$ cat src/rtl/add_share_arb_if.sv
// Bundle for add_share_arb: request side, shared-adder drive, and result register.
// The arbiter takes the slave modport; the environment drives the master side.
interface add_share_arb_if #(
  parameter int NUM_REQ    = 4,
  parameter int TAG_W      = 5,
  parameter int DATA_WIDTH = 32
);
  localparam int ID_W = $clog2(NUM_REQ);

  logic                          flush;
  logic [NUM_REQ-1:0]            req_valid;
  logic [NUM_REQ-1:0]            req_ready;
  logic [2*NUM_REQ-1:0]          req_add_type;
  logic [DATA_WIDTH*NUM_REQ-1:0] req_src1;
  logic [DATA_WIDTH*NUM_REQ-1:0] req_src2;
  logic [21*NUM_REQ-1:0]         req_imm;
  logic [TAG_W*NUM_REQ-1:0]      req_tag;

  logic [1:0]                    add_type_o;
  logic [DATA_WIDTH-1:0]         add_src1_o;
  logic [DATA_WIDTH-1:0]         add_src2_o;
  logic [20:0]                   add_imm_o;
  logic [DATA_WIDTH-1:0]         add_sum_i;

  logic                          rsp_valid;
  logic                          rsp_ready;
  logic [DATA_WIDTH-1:0]         rsp_data;
  logic [ID_W-1:0]               rsp_id;
  logic [TAG_W-1:0]              rsp_tag;

  modport slave (
    input  flush, req_valid, req_add_type, req_src1, req_src2, req_imm, req_tag,
           add_sum_i, rsp_ready,
    output req_ready, add_type_o, add_src1_o, add_src2_o, add_imm_o,
           rsp_valid, rsp_data, rsp_id, rsp_tag
  );

  modport master (
    output flush, req_valid, req_add_type, req_src1, req_src2, req_imm, req_tag,
           add_sum_i, rsp_ready,
    input  req_ready, add_type_o, add_src1_o, add_src2_o, add_imm_o,
           rsp_valid, rsp_data, rsp_id, rsp_tag
  );
endinterface

$ cat src/rtl/add_share_arb.sv
// Round-robin arbiter sharing one combinational adder among NUM_REQ requesters,
// with a one-entry result register. Optional feature macro: ADD_ARB_PRIO0_EN.
module add_share_arb #(
  parameter int NUM_REQ    = 4,
  parameter int TAG_W      = 5,
  parameter int DATA_WIDTH = 32
) (
  input logic            clk,
  input logic            reset,
  add_share_arb_if.slave bus
);
  localparam int ID_W = $clog2(NUM_REQ);

  logic                  canIssue;
  logic                  found;
  logic                  grant;
  logic [ID_W:0]         cand;
  logic [ID_W-1:0]       winner;
  logic [ID_W-1:0]       rrPtr_q, rrPtr_d;
  logic                  rspValid_q, rspValid_d;
  logic [DATA_WIDTH-1:0] rspData_q, rspData_d;
  logic [ID_W-1:0]       rspId_q, rspId_d;
  logic [TAG_W-1:0]      rspTag_q, rspTag_d;

  // A grant only happens when the result slot is free or draining this cycle.
  assign canIssue = !reset && !bus.flush && (!rspValid_q || bus.rsp_ready);

  always_comb begin
    found  = 1'b0;
    winner = '0;
    cand   = '0;
`ifdef ADD_ARB_PRIO0_EN
    if (bus.req_valid[0]) found = 1'b1;
`endif
    for (int k = 0; k < NUM_REQ; k++) begin
      cand = {1'b0, rrPtr_q} + (ID_W+1)'(k);
      if (cand >= (ID_W+1)'(NUM_REQ)) cand = cand - (ID_W+1)'(NUM_REQ);
      if (!found && bus.req_valid[cand[ID_W-1:0]]) begin
        found  = 1'b1;
        winner = cand[ID_W-1:0];
      end
    end
  end

  always_comb begin
    grant          = canIssue && found;
    bus.req_ready  = '0;
    bus.add_type_o = '0;
    bus.add_src1_o = '0;
    bus.add_src2_o = '0;
    bus.add_imm_o  = '0;
    if (grant) begin
      bus.req_ready[winner] = 1'b1;
      bus.add_type_o = bus.req_add_type[2*winner +: 2];
      bus.add_src1_o = bus.req_src1[DATA_WIDTH*winner +: DATA_WIDTH];
      bus.add_src2_o = bus.req_src2[DATA_WIDTH*winner +: DATA_WIDTH];
      bus.add_imm_o  = bus.req_imm[21*winner +: 21];
    end
  end

  always_comb begin
    rrPtr_d    = rrPtr_q;
    rspValid_d = rspValid_q;
    rspData_d  = rspData_q;
    rspId_d    = rspId_q;
    rspTag_d   = rspTag_q;
    if (grant) begin
      rspValid_d = 1'b1;
      rspData_d  = bus.add_sum_i;
      rspId_d    = winner;
      rspTag_d   = bus.req_tag[TAG_W*winner +: TAG_W];
    end else if (bus.flush || bus.rsp_ready) begin
      rspValid_d = 1'b0;
    end
    // With fixed priority on port 0, only the shared ports move the pointer.
`ifdef ADD_ARB_PRIO0_EN
    if (grant && winner != '0)
`else
    if (grant)
`endif
      rrPtr_d = (winner == ID_W'(NUM_REQ-1)) ? '0 : winner + ID_W'(1);
  end

  always_ff @(posedge clk) begin
    if (reset) begin
      rrPtr_q    <= '0;
      rspValid_q <= 1'b0;
      rspData_q  <= '0;
      rspId_q    <= '0;
      rspTag_q   <= '0;
    end else begin
      rrPtr_q    <= rrPtr_d;
      rspValid_q <= rspValid_d;
      rspData_q  <= rspData_d;
      rspId_q    <= rspId_d;
      rspTag_q   <= rspTag_d;
    end
  end

  assign bus.rsp_valid = rspValid_q;
  assign bus.rsp_data  = rspData_q;
  assign bus.rsp_id    = rspId_q;
  assign bus.rsp_tag   = rspTag_q;
endmodule

$ cat src/flat_wrapper.sv
// flat-port wrapper written by rule: the top's interface ports become plain ports
module add_share_arb_flat 
#(
  parameter int NUM_REQ    = 4,
  parameter int TAG_W      = 5,
  parameter int DATA_WIDTH = 32
)
  (clk, reset, bus_flush, bus_req_valid, bus_req_add_type, bus_req_src1, bus_req_src2, bus_req_imm, bus_req_tag, bus_add_sum_i, bus_rsp_ready, bus_req_ready, bus_add_type_o, bus_add_src1_o, bus_add_src2_o, bus_add_imm_o, bus_rsp_valid, bus_rsp_data, bus_rsp_id, bus_rsp_tag);
  add_share_arb_if #(.NUM_REQ(NUM_REQ), .TAG_W(TAG_W), .DATA_WIDTH(DATA_WIDTH)) bus_i ();
  input logic clk;
  input logic reset;
  input wire logic [$bits(bus_i.flush)-1:0] bus_flush;
  input wire logic [$bits(bus_i.req_valid)-1:0] bus_req_valid;
  input wire logic [$bits(bus_i.req_add_type)-1:0] bus_req_add_type;
  input wire logic [$bits(bus_i.req_src1)-1:0] bus_req_src1;
  input wire logic [$bits(bus_i.req_src2)-1:0] bus_req_src2;
  input wire logic [$bits(bus_i.req_imm)-1:0] bus_req_imm;
  input wire logic [$bits(bus_i.req_tag)-1:0] bus_req_tag;
  input wire logic [$bits(bus_i.add_sum_i)-1:0] bus_add_sum_i;
  input wire logic [$bits(bus_i.rsp_ready)-1:0] bus_rsp_ready;
  output wire logic [$bits(bus_i.req_ready)-1:0] bus_req_ready;
  output wire logic [$bits(bus_i.add_type_o)-1:0] bus_add_type_o;
  output wire logic [$bits(bus_i.add_src1_o)-1:0] bus_add_src1_o;
  output wire logic [$bits(bus_i.add_src2_o)-1:0] bus_add_src2_o;
  output wire logic [$bits(bus_i.add_imm_o)-1:0] bus_add_imm_o;
  output wire logic [$bits(bus_i.rsp_valid)-1:0] bus_rsp_valid;
  output wire logic [$bits(bus_i.rsp_data)-1:0] bus_rsp_data;
  output wire logic [$bits(bus_i.rsp_id)-1:0] bus_rsp_id;
  output wire logic [$bits(bus_i.rsp_tag)-1:0] bus_rsp_tag;
  assign bus_i.flush = bus_flush;
  assign bus_i.req_valid = bus_req_valid;
  assign bus_i.req_add_type = bus_req_add_type;
  assign bus_i.req_src1 = bus_req_src1;
  assign bus_i.req_src2 = bus_req_src2;
  assign bus_i.req_imm = bus_req_imm;
  assign bus_i.req_tag = bus_req_tag;
  assign bus_i.add_sum_i = bus_add_sum_i;
  assign bus_i.rsp_ready = bus_rsp_ready;
  assign bus_req_ready = bus_i.req_ready;
  assign bus_add_type_o = bus_i.add_type_o;
  assign bus_add_src1_o = bus_i.add_src1_o;
  assign bus_add_src2_o = bus_i.add_src2_o;
  assign bus_add_imm_o = bus_i.add_imm_o;
  assign bus_rsp_valid = bus_i.rsp_valid;
  assign bus_rsp_data = bus_i.rsp_data;
  assign bus_rsp_id = bus_i.rsp_id;
  assign bus_rsp_tag = bus_i.rsp_tag;
  add_share_arb #(.NUM_REQ(NUM_REQ), .TAG_W(TAG_W), .DATA_WIDTH(DATA_WIDTH)) u_core (.clk(clk), .reset(reset), .bus(bus_i));
endmodule
$ cat config.mk
export PLATFORM = sky130hd
export DESIGN_NAME = add_share_arb_flat
export DESIGN_NICKNAME = d
export VERILOG_FILES = /design/src/rtl/add_share_arb_if.sv /design/src/rtl/add_share_arb.sv /design/src/flat_wrapper.sv
export SDC_FILE = /design/constraint.sdc
export NUM_CORES = 1
export LEC_CHECK = 0
export BUFFER_PORTS_ARGS = -buffer_cell sky130_fd_sc_hd__buf_4
export CORE_AREA = 2 2 207 209
export DETAILED_ROUTE_END_ITERATION = 6
export DIE_AREA = 0 0 209 211
export GPL_TIMING_DRIVEN = 0
export PLACE_DENSITY_LB_ADDON = 0.25
export SLEW_MARGIN = 20
export SYNTH_ARGS = -nofsm -noshare
export SYNTH_HDL_FRONTEND = slang
export SYNTH_SLANG_ARGS = --single-unit
$ cat constraint.sdc
create_clock -name clk -period 2.1 [get_ports clk]
set_input_delay 0.105 -clock clk [delete_from_list [all_inputs] [get_ports clk]]
set_output_delay 0.105 -clock clk [all_outputs]
set_load 0.02 [all_outputs]
After elaboration in Yosys (flattened, before gate mapping)
Index checks and enable logic that the tools add are counted.
{ "totals": {"regBits": 42, "latchBits": 0, "mem_bits_rw": 0, "romBits": 0, "in_bits": 408, "out_inout_bits": 131, "n_memories": 0} }
{ "classes": {"add_sub_neg": 8, "n_mul": 2, "n_div": 0, "n_lt_le_gt_ge": 10, "eq_ne": 1, "shift": 5, "muxes": 30, "n_bitwise": 0, "reduce_logical": 16} }
{ "ops": {"columns": ["op", "n"], "rows": [
  ["variable part select 128 x 8 -> 32 bit", 2],
  ["variable part select 84 x 8 -> 21 bit", 1],
  ["2-to-1 mux 32 bit", 2],
  ["2-to-1 mux 21 bit", 1],
  ["2-to-1 mux 2 bit", 10],
  ["variable part select 20 x 6 -> 5 bit", 1],
  ["less-than comparator 2 x 3 -> 1 bit (second input constant)", 5],
  ["2-to-1 mux 1 bit", 11],
  [">= comparator 3 bit (second input constant)", 3],
  ["binary-select mux 1 bit (select 2 bit)", 4],
  ["variable part select 8 x 4 -> 2 bit", 1],
  ["subtractor 2 x 1 -> 2 bit (second input constant)", 4],
  ["logical AND 1 bit", 7],
  ["multiplier 5 x 2 -> 7 bit (first input constant)", 1],
  ["adder 2 x 2 -> 3 bit (second input constant)", 2],
  ["logical NOT 1 bit", 6],
  ["multiplier 3 x 2 -> 5 bit (first input constant)", 1],
  ["2-to-1 mux 4 bit", 1],
  ["adder 2 x 1 -> 3 bit (second input constant)", 1],
  [">= comparator 2 x 3 -> 1 bit (second input constant)", 1],
  ["adder 2 x 1 -> 2 bit (second input constant)", 1],
  ["demux 1 bit (select 2 bit)", 1],
  ["== test 2 bit (second input constant)", 1],
  [">= comparator 2 x 1 -> 1 bit (second input constant)", 1],
  ["other kinds (2)", 3]
]} }

Depth between registers and ports, before layout
{ "logic_depth": {"ltp_word": 19, "depth_mapped": 9} }

Least setup slack after synthesis
OpenSTA, ideal clock, no wires.
{ "synth_timing": {"path_kind": "register to output", "start": "register u_core.rrPtr_q[1]", "end": "output bus_add_imm_o[11]", "t_arrival_ns": 1.952, "required_ns": 1.995, "path_slack_ns": 0.043, "path_stages_with_launch": 8, "path_cell_list": "dfxtp_1 a21oi_1 nor3b_1 or3_1 buf_2 buf_4 clkbuf_1 a311oi_1"} }
{ "synth_between": {"elab_chain_cells": 17} }
{ "synth_lines": {"columns": ["element", "line", "source"], "rows": [
  ["from (decl)", "add_share_arb.sv:19", "logic [ID_W-1:0] rrPtr_q, rrPtr_d;"],
  ["from (signal assigned)", "add_share_arb.sv:92", "rrPtr_q <= rrPtr_d;"],
  ["parallel branches: the longest is 16 deep, another holds adder 2 x 1 -> 3 bit", null, null],
  ["2-to-1 mux 21 bit *", "add_share_arb.sv:52", "if (grant) begin"],
  ["to (decl)", "flat_wrapper.sv:25", "output wire logic [$bits(bus_i.add_imm_o)-1:0] bus_add_imm_o;"]
]} }
Every way passes the cells marked *. The select of a mux whose other input is x is not followed.

Worst setup path in the final report
{ "layout_timing": {"start": "register u_core.rrPtr_q[0]", "end": "output bus_add_src2_o[18]"} }
{ "layout_between": {"elab_chain_cells": 16} }
{ "layout_lines": {"columns": ["element", "line", "source"], "rows": [
  ["parallel branches: the longest is 15 deep, another holds adder 2 x 1 -> 3 bit", null, null],
  ["2-to-1 mux 32 bit *", "add_share_arb.sv:52", null],
  ["to (decl)", "flat_wrapper.sv:24", "output wire logic [$bits(bus_i.add_src2_o)-1:0] bus_add_src2_o;"]
]} }
Marks and branches as above.

==> impl_metrics.env <==
export IMPL_synthTopCellsByCount="nand2_1, a211oi_1, a311oi_1, and3_1, clkbuf_1"
export IMPL_htreeDepth=2
export IMPL_detail_route_iter0_violations=401
export IMPL_skew_ns=0.0100
export IMPL_yosys_area_top_type="nand2_1"
export IMPL_fp_dieW_um=209
export IMPL_peakVddDrop_v=0.000432
export IMPL_start_kind="flop"
export IMPL_core_area_mm2=0.0418
export IMPL_grt_max_degree=13
export IMPL_r2r_cells=9
export IMPL_netlist_area_mm2=0.00471
export IMPL_insertion_delay_ns=0.28
export IMPL_place_gp_congestion=0.918
export IMPL_whs_path_depth=3
export IMPL_globalRouteTotalUtil_pct=17.4
export IMPL_setup_ws_ns=-0.263
export IMPL_clk_pin_slew_ns=0.06
export IMPL_cp_arrival_ns=2.26
export IMPL_drt_total_wl_um=41200
export IMPL_leakage_nw=5.39
export IMPL_row_count=75
export IMPL_cts_buffers=5
export IMPL_layout_nets=1707
export IMPL_max_freq_mhz=423
export IMPL_yosysMostFrequentCell="nand2_1"
export IMPL_synth_nets=1139
export IMPL_vias_per_cell=4.45
export IMPL_cts_max_path_buffers=2
export IMPL_yosys_top_cells_area="nand2_1, dfxtp_1, a311oi_1, a211oi_1, and3_1"
export IMPL_synth_edff_count=0
export IMPL_syn_inst=727
export IMPL_synthFlopType="dfxtp_1"
export IMPL_relSlewSlack_pct=55.7
export IMPL_timing_final_crit_share_pct=113
export IMPL_regArea_um2=848
export IMPL_yosysSeqAreaShare_pct=17.9
export IMPL_ios=539
export IMPL_powerDensity_mw_per_mm2=424
export IMPL_cts_hold_buf=0
export IMPL_multi_input_area_mm2=0.00475
export IMPL_critPathKind="reg2out"
export IMPL_path_max_fanout=10
export IMPL_grt_pass1_wl_um=57500
export IMPL_start_util_pct=11.3
export IMPL_rsz0062_at_grt="yes"
export IMPL_max_cap_violations=0
export IMPL_cp_end_kind="output port"
export IMPL_gr_total_overflow=0
export IMPL_yosysWarnings=0
export IMPL_grt_antenna_before_repair=2
export IMPL_fin_crit_ns=2.36
export IMPL_utilization_pct=29.0
export IMPL_ant_nets=0
export IMPL_fp_dieH_um=211
export IMPL_status="finished, violations left"
export IMPL_final_area_mm2=0.0121
export IMPL_drive_above_1_share_pct=64.2
export IMPL_hpwlAfterDp_um=32200
export IMPL_area_growth_pct=157
export IMPL_cts_tree="done"
export IMPL_hold_class="in2reg"
export IMPL_ys_ff_latch=42
export IMPL_dp_cells=1803
export IMPL_fin_cells=1836
export IMPL_fillers=4507
export IMPL_cts_root_buffer="clkbuf_16"
export IMPL_yosys_area_top_type_share_pct=19.5
export IMPL_worstPathRequired_ns=2.00
export IMPL_dr_pass1_iters=4
export IMPL_worst_pin_slew_ns=0.665
export IMPL_drc_errors=0
export IMPL_placed_area_mm2=0.00941
export IMPL_setup_viol=91
export IMPL_drv_slew=0
export IMPL_synthArstFlopShare_pct=0
export IMPL_via_count=8174
export IMPL_wl_per_cell_um=22.4
export IMPL_violations="negative setup slack"
export IMPL_grt_pass1_vias=8766
export IMPL_cts_sinks=42
export IMPL_finalHoldViolations=0
export IMPL_synth_cell_type_count=30
export IMPL_die_area_mm2=0.0441
export IMPL_portBuffers=537
export IMPL_hold_slack_ns=0.0664
export IMPL_syn_area_per_cell_um2=6.48
## layout make-up
type	count	share of cell area (%)
antenna	1	0.0207
buffer	90	9.72
clock buffer	7	1.10
clock inverter	1	0.248
inverter	4	0.228
multi-input combinational	590	39.2
sequential	42	7.01
tap	539	5.58
timing repair buffer	562	36.9
## stage by stage
stage | TNS [ns] | power [W] | setup WS (ns)
6_report | -17.28 | 0.00513 | -0.263
5_1_grt | -25.13 | 0.00539 | -0.341
4_1_cts | -20.81 | 0.00503 | -0.308
3_5_place_dp | -60.04 | 0.00328 | -1.02
3_3_place_gp | -58.89 | 0.00327 | -1.04
2_1_floorplan | 0 | 0.00194 | 0.0427
## timing repair
action | in CTS | in global routing
setup buffers | 16 | 2
gates resized for setup | 400 | 75
setup endpoints to repair | 99 | 95
cloned | 6 | 2
pin swaps | 49 | 48
## registers in the layout (all words and copies together) (netlist names)
| register | flops |
|---|---|
| u_core.bus.rsp_valid | 1 |
| u_core.rrPtr_q | 2 |
| u_core.bus.rsp_tag | 5 |
| u_core.bus.rsp_id | 2 |
| u_core.bus.rsp_data | 32 |
## critical path, cell delays in order, from the launching register on
cell       delay [ns]
dfxtp_4          0.36
nand2b_4         0.13
o2111ai_4        0.21
and2_4           0.28
clkinv_8         0.08
buf_12           0.16
buf_12           0.15
nand2_1          0.07
a311oi_2         0.32
buf_4            0.21
## cell families after synthesis
| logic type | count (synthesis) | synth area share [%] |
|---|---|---|
| buffers and inverters | 95 | 8.82 |
| AND/OR/NAND/NOR | 357 | 34.3 |
| adder cells (fa/ha/maj) | 4 | 1.06 |
| AO/OA/AOI/OAI | 219 | 35.8 |
| flip-flops | 42 | 17.9 |
| multiplexers | 10 | 2.13 |
## routing by layer
layer | track usage, % | share of wire (%) | vias to the layer above
li1 | - | - | 3839
met1 | 21.6 | 42 | 3923
met2 | 31.4 | 50 | 368
met3 | 3.03 | 5.7 | 42
met4 | 3.92 | 2.3 | 2
met5 | 0 | 0.034 | -
## worst paths after layout
path | from | end | slack [ns]
max | u_core.rrPtr_q[0]$_SDFFE_PP0P_ | bus_add_src2_o[18] | -0.26
min | bus_add_sum_i[27] | u_core.bus.rsp_data[27]$_SDFFE_PP0P_ | 0.07
max reg2reg | u_core.rrPtr_q[0]$_SDFFE_PP0P_ | u_core.rrPtr_q[1]$_SDFFE_PP0P_ | 0.17
min reg2reg | u_core.bus.rsp_data[25]$_SDFFE_PP0P_ | u_core.bus.rsp_data[25]$_SDFFE_PP0P_ | 0.45
## report_power, final
part | switching [W] | leakage [nW] | total (W) | internal [W]
sequential | 0.0000268 | 0.345 | 0.000869 | 0.000842
clock | 0.000303 | 0.0781 | 0.000865 | 0.000562
combinational | 0.00174 | 4.97 | 0.00339 | 0.00165
## layout by cell type (no fill, tap or decap), types with 2 or more instances in the layout
cell       count
a211oi_1      16
a211oi_2      51
a211oi_4      20
a21oi_1       35
a311oi_1      22
a311oi_2      52
a311oi_4      13
and2_4         4
and3_1        87
buf_12        21
buf_16         3
buf_4        535
buf_6         23
buf_8          8
clkbuf_1      16
clkbuf_16     22
clkbuf_2      12
clkbuf_4       7
clkbuf_8      10
dfxtp_1       40
dfxtp_4        2
ha_4           3
inv_1          2
mux2i_1        8
mux2i_2        2
nand2_1      212
nand2_2       23
nand2_4        9
nand2b_1       3
nand2b_4       2
nand3b_1       5
nor2_1         6
o2111ai_4      2
o221ai_1       5
Note: power is estimated with default switching activity, not from simulation.
